--- config.mk ---
export PLATFORM = sky130hd
export DESIGN_NAME = csr_arbiter
export DESIGN_NICKNAME = d
export VERILOG_FILES = /design/src/rtl/csr_arbiter.sv
export SDC_FILE = /design/constraint.sdc
export NUM_CORES = 1
export LEC_CHECK = 0
export BUFFER_PORTS_ARGS = -buffer_cell sky130_fd_sc_hd__buf_2
export CAP_MARGIN = 20
export CORE_MARGIN = 2
export CORE_UTILIZATION = 45
export DETAILED_ROUTE_END_ITERATION = 8
export PLACE_DENSITY = 0.82
export SKIP_LAST_GASP = 1
export SYNTH_ARGS = -nofsm -noshare
export SYNTH_HDL_FRONTEND = slang
export SYNTH_SLANG_ARGS = --single-unit
--- constraint.sdc ---
create_clock -name clk -period 1.93 [get_ports clk]
set_input_delay 0.0965 -clock clk [delete_from_list [all_inputs] [get_ports clk]]
set_output_delay 0.0965 -clock clk [all_outputs]
set_load 0.02 [all_outputs]
--- src/rtl/csr_arbiter.sv ---
// Round-robin arbiter sharing the single CSR access port among several requesters,
// with an optional per-requester lock for atomic read-modify-write sequences.
module csr_arbiter #(
   parameter int unsigned Requesters = 3,
   parameter int unsigned LockMax    = 16,
   parameter int unsigned AddrW      = 12,
   parameter int unsigned DataW      = 32,
   parameter int unsigned ZimmW      = 5,
   parameter int unsigned OpW        = 2,
   localparam int unsigned GrantW    = (Requesters > 1) ? $clog2(Requesters) : 1
) (
   input  logic                                  clk,
   input  logic                                  reset,
   input  logic [Requesters-1:0]                 req_valid,
   input  logic [Requesters-1:0]                 req_lock,
   input  logic [Requesters-1:0][AddrW-1:0]      req_addr,
   input  logic [Requesters-1:0][DataW-1:0]      req_data,
   input  logic [Requesters-1:0][ZimmW-1:0]      req_zimm,
   input  logic [Requesters-1:0][OpW-1:0]        req_op,
   output logic [Requesters-1:0]                 req_ready,
   output logic                                  req_blocked,
   output logic                                  csr_enable,
   output logic [AddrW-1:0]                      csr_addr,
   output logic [DataW-1:0]                      rs1_data,
   output logic [ZimmW-1:0]                      rs1_zimm,
   output logic [OpW-1:0]                        csr_op,
   input  logic                                  csr_gate,
   output logic [GrantW-1:0]                     grant_id,
   output logic                                  locked
);

   localparam int unsigned CntW = $clog2(LockMax + 1);

   typedef enum logic [1:0] {
      IDLE   = 2'd0,
      ISSUE  = 2'd1,
      LOCKED = 2'd2
   } state_t;

   state_t              state, state_d;
   logic [GrantW-1:0]   rr_ptr, rr_ptr_d;
   logic [GrantW-1:0]   grant_d;
   logic [GrantW-1:0]   sel_idx;
   logic [GrantW-1:0]   probe;
   logic [GrantW-1:0]   next_ptr;
   logic [GrantW-1:0]   load_idx;
   logic                sel_valid;
   logic                load;
   logic [CntW-1:0]     lock_cnt, lock_cnt_d;

   // First valid source at or after rr_ptr, walking with an explicit wrap so
   // non-power-of-two requester counts never index past the last source.
   always_comb begin
      sel_valid = 1'b0;
      sel_idx   = '0;
      probe     = rr_ptr;
      for (int unsigned i = 0; i < Requesters; i++) begin
         if (!sel_valid && req_valid[probe]) begin
            sel_valid = 1'b1;
            sel_idx   = probe;
         end
         probe = (probe == GrantW'(Requesters - 1)) ? '0 : probe + 1'b1;
      end
   end

   assign next_ptr = (grant_id == GrantW'(Requesters - 1)) ? '0 : grant_id + 1'b1;

   always_comb begin
      state_d     = state;
      rr_ptr_d    = rr_ptr;
      grant_d     = grant_id;
      lock_cnt_d  = lock_cnt;
      load        = 1'b0;
      load_idx    = grant_id;
      req_ready   = '0;
      req_blocked = 1'b0;
      csr_enable  = 1'b0;
      locked      = 1'b0;

      case (state)
         IDLE: begin
            lock_cnt_d = '0;
            if (sel_valid) begin
               grant_d  = sel_idx;
               load     = 1'b1;
               load_idx = sel_idx;
               state_d  = ISSUE;
            end
         end

         ISSUE: begin
            csr_enable          = 1'b1;
            req_ready[grant_id] = 1'b1;
            req_blocked         = ~csr_gate;
            rr_ptr_d            = next_ptr;
            if (req_lock[grant_id] && (lock_cnt < CntW'(LockMax))) begin
               state_d = LOCKED;
            end else begin
               state_d    = IDLE;
               lock_cnt_d = '0;
            end
         end

         LOCKED: begin
            locked = 1'b1;
            if (req_valid[grant_id]) begin
               load       = 1'b1;
               lock_cnt_d = lock_cnt + 1'b1;
               state_d    = ISSUE;
            end else if (!req_lock[grant_id]) begin
               lock_cnt_d = '0;
               state_d    = IDLE;
            end else if (lock_cnt >= CntW'(LockMax - 1)) begin
               // This idle cycle brings the count to LockMax: forced release.
               lock_cnt_d = '0;
               state_d    = IDLE;
            end else begin
               lock_cnt_d = lock_cnt + 1'b1;
            end
         end

         default: begin
            state_d    = IDLE;
            lock_cnt_d = '0;
         end
      endcase
   end

   always_ff @(posedge clk or negedge reset) begin
      if (!reset) begin
         state    <= IDLE;
         rr_ptr   <= '0;
         grant_id <= '0;
         lock_cnt <= '0;
         csr_addr <= '0;
         rs1_data <= '0;
         rs1_zimm <= '0;
         csr_op   <= '0;
      end else begin
         state    <= state_d;
         rr_ptr   <= rr_ptr_d;
         grant_id <= grant_d;
         lock_cnt <= lock_cnt_d;
         if (load) begin
            csr_addr <= req_addr[load_idx];
            rs1_data <= req_data[load_idx];
            rs1_zimm <= req_zimm[load_idx];
            csr_op   <= req_op[load_idx];
         end
      end
   end

endmodule

==> summary.txt <==
Floorplan
  • IO Pins: 221
  • Die area: 9330 sq um
  • Total core area: 8260 sq um
  • Die Ht: 96.6 um
  • DIE WIDTH: 96.6 um
  • Row cnt: 33
  • Initial Util: 46.7%

Yosys
  • Synth Warn #: 0
  • Netlist cell types: 40
  • Synth Area per Inst: 10.6 sq um
  • Post-synth top flop: dfrtp_1
  • Post-synthesis register bit count: between 60 and 70
  • Top cell type's share of synthesized area: 40.2%
  • Cells after synthesis: about 360
  • Syn Std Cell Area: 3860 sq um
  • Top cells by area, synth: dfrtp_1 (40%), o211ai_2 (16%), mux2i_1 (14%), nand4_1 (8.3%), nand2_1 (5.5%)
  • Net count after synthesis: 528
  • Asr flop ratio synth: 100%
  • Post-synthesis sequential area ratio: 40.2%
  • EDFF count, synth: 0
  • Post-synth top area cell: dfrtp_1

Cells and area
  • ANT cells: 0
  • # nets final: ~750
  • Fin area: 5610 sq um
  • Area of the multi-input gates: 2160 sq um
  • Synthesis-to-layout area growth: 45.4%
  • Filler Cell Count: 644
  • Post-route insts no fill: 697
  • Most frequent cells in the layout: buf_2 (220), dfrtp_1 (61), nand2_1 (57)
  • Final cell utilization of the core: about two thirds
  • Most common cell after layout, fill and taps aside: buf_2
  • Share of cells above drive strength 1: 57.3%
  • Flip-flop and latch area: around 1600 sq um

Clock network
  • Clk_lat worst skew: 0.34 ns
  • Clk slew on worst S/H paths: 0.08 ns
  • CTS H-Tree Depth: 3
  • CTS tree: yes
  • Root buffer cell: clkbuf_8
  • Clock Sinks: 62
  • Clk buf depth: 2
  • Inserted Clock Buffers: 9

Timing
  • Tcrit/Tclk final: a little over nine tenths
  • Hold Worst Slack: 0.0112 ns
  • Final hold vios: 0
  • Worst Skew: 0.0117 ns
  • Pins over their slew limit: 0
  • Max Fclk: 0.532 GHz
  • Tmin final: 1.88 ns
  • Setup TNS: 0 ns
  • RSZ-0062 raised after global routing: yes
  • Worst-Margin Slew: 0.511 ns
  • Max-slew headroom: 65.7%
  • Setup-failing EPs final: 0
  • Worst setup margin: 0.0501 ns

Placed design
  • Final GP Congestion: 0.895
  • DPL Wire Length: 7.50 mm
  • Placed Cells: 661
  • Placed instance area: roughly 5000 sq um
  • IO buf count: 220
  • DP Worst Slack: -0.0159 ns

GRT
  • First-pass GRT wire length: 16.5 mm
  • Largest net degree at the start of global routing: 63
  • Vias in the first global route: 3835
  • Grt ovf: 0
  • Antenna violations before repair: 0
  • Overall global routing resource usage: between 20 and 25%

Power
  • Leakage Power: 2.87 nW
  • Power Dens Cells: 1940 nW/um^2
  • Tot Pwr: 10.9 mW
  • Maximum VDD drop: 1020 uV

Critical path
  • Crit path max-delay cell type: dfrtp_2
  • CP endpoint kind: flop
  • CP required: 2.20 ns
  • Max Fanout on Critical Path: 5
  • WS Path Type: flop to flop
  • Critical Path Start Type: flop
  • Cell chain of the critical path: ha_2 > and3_1 > ha_1 > a41oi_2 > nor3b_4 > buf_4 > o221ai_1 > nand2_1
  • Worst Path Arrival: 2.15 ns
  • Worst path max stage delay: between 0.4 and 0.5 ns

Job
  • Maxcap violations: 0

Routing
  • Detailed Routing Iterations Pass 1: 6
  • Remaining DRCs: 0
  • ANT nets after route: 0
  • Initial drt markers: 96
  • Final WL: approximately 12 mm
  • Via count: 3891
  • Via density: around 5.6
  • DR WL/cell: 17.4 um

Hold path
  • Worst hold-check path type: primary input to flop

Status
  • Outcome: finished clean
## per-layer routing
layer | up-vias | wire [um] | track usage, %
met5 | - | 0 | 0
met4 | 0 | 159 | 8.33
met3 | 15 | 682 | 3.72
met2 | 155 | 6530 | 43.4
met1 | 1901 | 4790 | 24.9
li1 | 1820 | - | -
## final timing paths
kind	slack [ns]	cells after the start	end	from
min	0.01	3	rs1_data[18]	req_data[82]
min in group asynchronous	0.29	3	rs1_data[25]	reset
max in group asynchronous	1.35	3	lock_cnt[0]	reset
min reg2reg	0.49	2	csr_op[0]	csr_op[0]
max reg2reg	0.05	8	lock_cnt[3]	lock_cnt[0]
max	0.05	8	lock_cnt[3]	lock_cnt[0]
## flip-flops by register name, summed over array words and instances (netlist names)
name and count:
rs1_data 32, csr_addr 12, lock_cnt 5, rs1_zimm 5, csr_op 2, grant_id 2
rr_ptr 2, state 2
## area by class of cell
cell class	instances	area share (%)
multi-input combinational	258	38.6
tap	105	2.34
clock buffer	10	2.45
timing repair buffer	248	27.7
clock inverter	6	0.669
sequential	62	27.7
inverter	8	0.624
## critical path: cells and delay by family, from the launching register on
family	cells	cell delay (ns)
and+or+nand+nor	3	0.50
DFF	1	0.44
adders and majority gates	2	0.40
AOI/OAI and AO/OA	2	0.34
buffers and inverters	1	0.14
## timing repair
action,4_1_cts,5_1_grt
hold endpoints to repair,65,0
hold buffers,4,0
cloned,0,9
endpoints found under the setup margin,4,55
setup buffers,0,7
pin swaps,0,4
gates resized for setup,2,30
## power by group
group | internal [mW] | switching [mW] | leakage [nW]
logic | 3.32 | 4.25 | 2.01
registers | 1.92 | 0.381 | 0.777
clock network | 0.493 | 0.520 | 0.0841
total | 5.73 | 5.15 | 2.87
## synthesized netlist by cell type (2+ instances only)
cell type,count
dfrtp_1,62
nand2_1,57
mux2i_1,53
nand4_1,51
o211ai_2,50
buf_2,13
clkbuf_1,11
buf_6,7
inv_1,6
o21ai_0,5
nor2_1,4
buf_4,3
nor2b_1,3
nor3_1,3
a21o_1,2
and3_1,2
buf_8,2
ha_1,2
nand2b_1,2
nand3b_1,2
nor3b_1,2
o211ai_1,2
o21ai_1,2
o21bai_1,2
## cell families after synthesis
| logic type | count (synthesis) | synth area share, % |
|---|---|---|
| adder cells (fa/ha/maj) | 2 | 0.649 |
| flip-flops | 62 | 40.2 |
| AND/OR/NAND/NOR | 130 | 17.4 |
| AO/OA/AOI/OAI | 71 | 20.2 |
| buffers and inverters | 45 | 7.59 |
| multiplexers | 53 | 13.8 |
| XOR/XNOR | 1 | 0.227 |
(Power assumes the default switching activity.)
